**config.mk**
```make
export PLATFORM = sky130hd
export DESIGN_NAME = mem_stage_lsu
export DESIGN_NICKNAME = d
export VERILOG_FILES = /design/src/rtl/mem_stage_lsu.sv
export SDC_FILE = /design/constraint.sdc
export NUM_CORES = 1
export LEC_CHECK = 0
export ABC_AREA = 1
export CAP_MARGIN = 30
export CORE_MARGIN = 1
export CORE_UTILIZATION = 30
export DETAILED_ROUTE_END_ITERATION = 8
export PLACE_DENSITY_LB_ADDON = 0.08
export SLEW_MARGIN = 20
export SYNTH_ARGS = -nofsm -noshare
export SYNTH_HDL_FRONTEND = slang
export SYNTH_SLANG_ARGS = --single-unit
export TNS_END_PERCENT = 20
```
**constraint.sdc**
```tcl
create_clock -name clk -period 4.3 [get_ports clk]
set_input_delay 1.075 -clock clk [delete_from_list [all_inputs] [get_ports clk]]
set_output_delay 1.075 -clock clk [all_outputs]
set_load 0.01 [all_outputs]
```
**src/rtl/mem_stage_lsu.sv**
```systemverilog
// Memory-stage load/store unit: runs one req/gnt/rvalid data-bus transaction per
// M-stage access, forms byte lanes for stores, and extends load data for M/W.
module mem_stage_lsu #(
  parameter int TIMEOUT_CYCLES = 16
) (
  input  logic        clk,
  input  logic        rst_n,
  input  logic [31:0] ALUResult_m,
  input  logic [31:0] WriteData_m,
  input  logic [2:0]  funct3_m,
  input  logic        MemWrite_m,
  input  logic [1:0]  ResultSrc_m,
  input  logic        hold_m,
  output logic [31:0] ReadData_m,
  output logic        stall_m,
  output logic        misalign_m,
  output logic        bus_err_m,
  output logic        dmem_req,
  output logic        dmem_we,
  output logic [31:0] dmem_addr,
  output logic [3:0]  dmem_be,
  output logic [31:0] dmem_wdata,
  input  logic        dmem_gnt,
  input  logic        dmem_rvalid,
  input  logic [31:0] dmem_rdata
);

  localparam int DATA_W = 32;
  localparam int CNT_W  = (TIMEOUT_CYCLES > 1) ? $clog2(TIMEOUT_CYCLES) : 1;
  localparam logic [CNT_W-1:0] CNT_LAST = CNT_W'(TIMEOUT_CYCLES - 1);

  typedef enum logic [1:0] {S_IDLE, S_REQ, S_WAIT, S_DONE} state_t;

  state_t            state, state_nxt;
  logic [CNT_W-1:0]  tmo_cnt;
  logic [DATA_W-1:0] rdata_q;
  logic              access, misaligned, size_b, size_h, timeout;
  logic [3:0]        be_c;
  logic [DATA_W-1:0] wdata_c;

  // Lane select plus sign/zero extension; undefined funct3 falls through as a word.
  function automatic logic [DATA_W-1:0] extend_load(input logic [DATA_W-1:0] word,
                                                    input logic [1:0] lane,
                                                    input logic [2:0] f3);
    logic [DATA_W-1:0] shifted;
    logic signed [7:0]  byte_s;
    logic signed [15:0] half_s;
    shifted = word >> {lane, 3'b000};
    byte_s  = shifted[7:0];
    half_s  = shifted[15:0];
    case (f3)
      3'b000:  extend_load = DATA_W'(byte_s);
      3'b100:  extend_load = {24'b0, shifted[7:0]};
      3'b001:  extend_load = DATA_W'(half_s);
      3'b101:  extend_load = {16'b0, shifted[15:0]};
      default: extend_load = word;
    endcase
  endfunction

  assign access     = MemWrite_m | (ResultSrc_m == 2'b01);
  assign size_b     = (funct3_m[1:0] == 2'b00);
  assign size_h     = (funct3_m[1:0] == 2'b01);
  assign misaligned = (size_h & ALUResult_m[0]) | (!size_b & !size_h & (|ALUResult_m[1:0]));
  assign timeout    = (state == S_REQ) & !dmem_gnt & (tmo_cnt == CNT_LAST);

  always_comb begin
    be_c    = 4'b1111;
    wdata_c = WriteData_m;
    if (size_b) begin
      be_c    = 4'b0001 << ALUResult_m[1:0];
      wdata_c = {4{WriteData_m[7:0]}};
    end else if (size_h) begin
      be_c    = ALUResult_m[1] ? 4'b1100 : 4'b0011;
      wdata_c = {2{WriteData_m[15:0]}};
    end
  end

  // State register
  always_ff @(posedge clk) begin
    if (!rst_n) state <= S_IDLE;
    else        state <= state_nxt;
  end

  always_comb begin
    state_nxt = state;
    case (state)
      S_IDLE: if (access && !misaligned) state_nxt = S_REQ;
      S_REQ: begin
        if (dmem_gnt)     state_nxt = S_WAIT;
        else if (timeout) state_nxt = S_DONE;
      end
      S_WAIT: if (dmem_rvalid) state_nxt = S_WAIT == state ? S_DONE : state;
      S_DONE: if (!hold_m) state_nxt = S_IDLE;
      default: state_nxt = S_IDLE;
    endcase
  end

  // Grant timeout counter: counts ungranted REQ cycles, clears whenever REQ is left
  always_ff @(posedge clk) begin
    if (!rst_n)
      tmo_cnt <= '0;
    else if (state == S_REQ && !dmem_gnt && !timeout)
      tmo_cnt <= tmo_cnt + 1'b1;
    else
      tmo_cnt <= '0;
  end

  // Load result register; only visible while DONE, so it needs no reset
  always_ff @(posedge clk) begin
    if (state == S_WAIT && dmem_rvalid)
      rdata_q <= extend_load(dmem_rdata, ALUResult_m[1:0], funct3_m);
    else if (timeout)
      rdata_q <= '0;
  end

  // Outputs are forced low while rst_n is asserted so an abandoned request drops at once
  always_comb begin
    stall_m    = rst_n & access & !misaligned & (state != S_DONE);
    misalign_m = rst_n & (state == S_IDLE) & access & misaligned;
    bus_err_m  = rst_n & timeout;
    dmem_req   = rst_n & (state == S_REQ);
    dmem_we    = 1'b0;
    dmem_addr  = '0;
    dmem_be    = '0;
    dmem_wdata = '0;
    ReadData_m = '0;
    if (dmem_req) begin
      dmem_we    = MemWrite_m;
      dmem_addr  = {ALUResult_m[31:2], 2'b00};
      dmem_be    = be_c;
      dmem_wdata = wdata_c;
    end
    if (rst_n && state == S_DONE)
      ReadData_m = rdata_q;
  end

endmodule

```
==> flow_summary.ini, run 1 <==
[run_status]
outcome = complete, no violations

[clocking]
cts_buffers = 5
clkSlewWorstSetupHoldPaths_ns = 0.08
numClockSinks = 38
clock_latency_at_the_later_pin_of_the_worst_skew_pair_ns = 0.29
cts_htree_levels = 2
cts.repair.resized = 0
tritoncts = built
cts_hold_buffers = 0
clk_root_buffer_cell = clkbuf_8
cts.repair_timing.setup_buffer_count = 0
clock_tree.buffer_depth = 2

[worst_hold_path]
hold_path_startpoint = tmo_cnt[0]
hold_path_class = reg2reg

[route]
wl_mm = 12.8
avgRoutedWirePerCell_um = 14.0
detail_route.drc_violations = 0
route.vias.total = 4166
detail_route.first_pass.iterations = 4
postRouteAntennaNets = 0
avgViaCountPerCell = 4.56
drt-initial-drc-count = 160

[synth]
synth.largest_area_cell = edfxtp_1
synth_cells = 572
ys_top_cells_by_area = edfxtp_1 (28%), nand2_1 (21%), inv_1 (13%)
synth_top_area_share_pct = 28.5
synth_enable_flop_cells = 32
yosysWarningCount = 0
postSynth.asyncResetShare_pct = 0
netlist_top_cells_count = nand2_1 (191), inv_1 (114), nor2_1 (92), nand3_1 (41), a21oi_1 (34)
yosys_most_used_dff = edfxtp_1
ys_types = 23
postSynthAreaPerCell_um2 = 5.90
sequential_area_share_after_synthesis_pct = 32.1
netlist_area_um2 = 3370
synth.ff_latch_count = 38
post-synth-top-count-cell = nand2_1

[timing]
final-setup-viol-count = 0
timing_max_transition_violations_final = 0
final_hold_viol_count = 0
min_period_ns = 4.03
tightestPinTransition_ns = 0.525
rsz0062_at_grt = no
maxSlewHeadroom_pct = 65.0
period_share_pct = 93.8
setup_total_negative_slack_ns = 0
fin_worst_skew_ns = 0.0117
achievable-frequency_ghz = 0.248

[worst_setup_path]
endpoint_class_of_the_critical_path = primary output
cp-start-kind = primary input
regToRegEndpoint = rdata_q[30]
critical_path_class = in2out
crit_fanout = 42
timing.critical_path.arrival_ns = 2.96
critical_path_required_ns = 3.22
worst_setup_path_endpoint = dmem_wdata[20]
r2r.worst_path.cells = 7
critical_path_source = funct3_m[1]
reg2reg_slack_ns = 2.25
reg2reg_from = state[1]

[final_layout]
layout.filler_cells = 1060
nets = 885
share_of_final_layout_standard_cells_stronger_than_drive_strength_1_pct = 4.14
area_delta_synth_final_pct = 67.9

[global_route]
grt_overflow_total = 0
gr_util_all_layers_pct = 22.2
antenna_found_initial = 1
grt_max_degree = 55
first_pass_grt_wire_length_mm = 20.1
first_global_vias = 4152

[power_and_ir_drop]
power.density_cell_area_nw_per_um2 = 253
p_leak_uw = 0.00285
finalPower_uw = 1430
ir_drop_mv = 0.145

[floorplan]
placementRows = 38
die_height_um = 108
io-pin-count = 212
chipWidth_um = 108
total_die_area_um2 = 11700
design.core.area_um2 = 10900
floorplan.initialDensity_pct = 31.0

[placed_design]
place_congestion = 0.944
buffer_ports.inserted = 209
detail_placement_hpwl_mm = 10.4

[flow_run]
cap_viol_max_count = 0
-- metal layers --
| layer | GRT usage (%) | routed length (µm) | up-vias |
|---|---|---|---|
| met4 | 9.30 | 480 | 0 |
| met3 | 4.70 | 907 | 27 |
| met2 | 41.7 | 6660 | 175 |
| met1 | 23.9 | 4780 | 1865 |
| met5 | 0 | 0 | - |
| li1 | - | - | 2099 |
-- report_power, final --
| part | internal [µW] | total, µW | switching [µW] |
|---|---|---|---|
| Sequential | 459 | 477 | 18.4 |
| Clock | 129 | 263 | 134 |
| Combinational | 332 | 689 | 357 |
| Total | 920 | 1430 | 510 |
-- stage by stage --
stage,area [µm²],cells,hold slack (ns),util (%),setup WS (ns)
after floorplan,3380,573,0.418,-,1.25
after global routing,5660,914,0.493,52.0,0.132
after CTS,5660,913,0.457,52.0,0.269
after detailed placement,5560,905,0.441,51.1,0.268
final,5660,914,0.459,52.0,0.269
after global placement,5560,905,0.428,51.1,0.264
-- sequential cells by signal (all words and copies together) (netlist names) --
| name | flops |
|---|---|
| rdata_q | 32 |
| tmo_cnt | 4 |
| state | 2 |
-- placed cells by master, fill, tap and decap left out, drive strengths merged, types with 6 or more instances in the layout --
master / synthesis / routed
edfxtp: 32 / 32
clkdlybuf4s50: 0 / 209
o21ai: 9 / 9
ha: 6 / 6
clkbuf: 14 / 6
nand3: 44 / 44
inv: 117 / 117
buf: 15 / 12
nand2: 194 / 194
a21oi: 34 / 34
nor2: 94 / 94
dfxtp: 6 / 6
-- layout make-up --
class	count	area, µm²	share of cell area, %
Antenna cell	1	2.50	0.0442
Clock buffer	6	82.6	1.46
Clock inverter	2	12.5	0.221
Inverter	117	439	7.76
Multi-Input combinational cell	389	1690	29.8
Sequential cell	38	1080	19.1
Tap cell	140	175	3.09
Timing Repair Buffer	221	2180	38.5
-- critical path, cell delays in order --
cell and delay [ns]:
clkdlybuf4s50_1 0.49, buf_4 0.40, nand2_1 0.09, a21oi_1 0.28, clkdlybuf4s50_1 0.61
-- cell families after synthesis --
| family | synth area share, % |
|---|---|
| DFF | 32.1 |
| and+or+nand+nor | 40.4 |
| xor gates and xnor gates | 0.260 |
| AOI/OAI and AO/OA | 6.83 |
| other | 0.111 |
| buffers and inverters | 18.1 |
| adders and majority gates | 2.23 |
-- how the worst min path moves through the flow --
stage | cells after the start | slack, ns | endpoint
after global routing | 1 | 0.49 | tmo_cnt[0]
after CTS | 1 | 0.46 | tmo_cnt[0]
final | 1 | 0.46 | tmo_cnt[0]
after global placement | 1 | 0.43 | tmo_cnt[0]
after detailed placement | 1 | 0.44 | tmo_cnt[0]
after floorplan | 1 | 0.42 | tmo_cnt[0]
(Power assumes the default switching activity.)
==> inputs of run 2 (changes only) <==
Settings changed: GPL_TIMING_DRIVEN set to 0.
==> flow_summary.ini, run 2 (synthesized netlist as in run 1, its figures left out) <==
[route]
wl_mm = 13.2
drt-initial-drc-count = 207
postRouteAntennaNets = 0
detail_route.drc_violations = 0
avgRoutedWirePerCell_um = 14.2
avgViaCountPerCell = 4.53
detail_route.first_pass.iterations = 5
route.vias.total = 4207

[worst_setup_path]
cp-start-kind = primary input
timing.critical_path.arrival_ns = 2.95
reg2reg_from = state[0]
critical_path_required_ns = 3.22
crit_path_max_incr_delay_ns = 0.66
path_delay_family = buffers and inverters
endpoint_class_of_the_critical_path = primary output
critical_path_source = ALUResult_m[0]
timing.critical_path.slowest_stage_cell = clkdlybuf4s50_1
cp_cell_instances = clkdlybuf4s50_1 > inv_2 > nor2_4 > buf_6 > nor2_1 > nor2_1 > clkdlybuf4s50_1
worst-path-buf-inv = 4
critical_path_class = in2out
crit_fanout = 10

[timing]
rsz0062_at_grt = no
min_period_ns = 4.02
final-setup-viol-count = 0
maxSlewHeadroom_pct = 50.0
holdWs_ns = 0.455
final_hold_viol_count = 0
achievable-frequency_ghz = 0.249
setup_total_negative_slack_ns = 0
period_share_pct = 93.5
timing_max_transition_violations_final = 0
fin_worst_skew_ns = 0.00349
tightestPinTransition_ns = 0.747

[placed_design]
post-place-cells = 920
buffer_ports.inserted = 207
detail_placement_hpwl_mm = 10.8
place_congestion = 0.889

[clocking]
tritoncts = built
clkSlewWorstSetupHoldPaths_ns = 0.08
cts_htree_levels = 2
cts.repair_timing.setup_buffer_count = 0
cts_hold_buffers = 0
clk_root_buffer_cell = clkbuf_8
cts.repair.resized = 0
clock_latency_at_the_later_pin_of_the_worst_skew_pair_ns = 0.29
clock_tree.buffer_depth = 2
cts_buffers = 5
numClockSinks = 38

[final_layout]
layout_common_cells = clkdlybuf4s50_1 (207), nand2_1 (190), inv_1 (114)
post-route-util_pct = 52.5
area_delta_synth_final_pct = 69.6
share_of_final_layout_standard_cells_stronger_than_drive_strength_1_pct = 4.44
nets = 900
max_reg_flops = 32
registers.top_by_ff_count = rdata_q
final_cells = 928
final_common_cell = clkdlybuf4s50_1
largestRegisters = rdata_q x32, tmo_cnt x4, state x2
antenna-diode-count = 0

[floorplan]
die_height_um = 108
placementRows = 38
design.core.area_um2 = 10900
floorplan.initialDensity_pct = 31.0
io-pin-count = 212
total_die_area_um2 = 11700
chipWidth_um = 108

[power_and_ir_drop]
ir_drop_mv = 0.132
finalPower_uw = 1440
power.density_cell_area_nw_per_um2 = 252
p_leak_uw = 0.00288

[run_status]
outcome = complete, no violations

[worst_hold_path]
hold_path_startpoint = tmo_cnt[0]
hold_path_class = reg2reg

[global_route]
antenna_found_initial = 0
grt_max_degree = 33
first_pass_grt_wire_length_mm = 20.4
gr_util_all_layers_pct = 22.9
grt_overflow_total = 0
first_global_vias = 4123

[flow_run]
cap_viol_max_count = 0
==> run 2: changes by cell type in the layout (fill, tap and decap cells not counted), sizes merged <==
cell and delta:
buf +3, clkbuf +14, clkdlybuf4s50 -2, diode -1
==> run 2: cell type report <==
| class | count | area (µm²) |
|---|---|---|
| clock inverters | 2 | 12.5 |
| well taps | 140 | 175 |
| inverters | 117 | 439 |
| fillers | 1135 | 5170 |
| flip-flops and latches | 38 | 1080 |
| clock buffers | 6 | 82.6 |
| plain buffers | 29 | 173 |
| repair buffers | 207 | 2070 |
| multi-input cells | 389 | 1690 |
==> run 2: path summary, 6_finish.rpt <==
check / to / slack, ns / cells past startpoint
max: dmem_be[1] / 0.28 / 7
max reg2reg: rdata_q[27] / 1.80 / 5
min reg2reg: tmo_cnt[0] / 0.46 / 1
min: tmo_cnt[0] / 0.46 / 1
==> run 2: stage by stage <==
stage / worst slack (ns) / area, µm²
2_1_floorplan: 1.25 / 3380
6_report: 0.280 / 5720
3_3_place_gp: 0.288 / 5620
5_1_grt: 0.187 / 5720
3_5_place_dp: 0.294 / 5630
4_1_cts: 0.293 / 5720
==> run 2: report_power, final <==
part | internal (µW) | switching, µW | total [µW]
registers | 460 | 17.9 | 478
logic | 332 | 366 | 698
clock network | 129 | 136 | 265
==> run 2: routing by layer <==
metal  routed length (µm)  GRT usage (%)  vias up
li1                     -              -     2130
met1                 5030           24.6     1882
met2                 6910           44.2      179
met5                    0              0        -
met4                  274           6.95        0
met3                  994           4.70       16
==> run 2: worst register-to-register path, stage by stage, from the launching register on <==
cell,delay [ns]
dfxtp_1,0.38
inv_1,0.12
ha_1,0.23
nand2_1,0.29
clkbuf_1,0.47
nand2_2,0.57
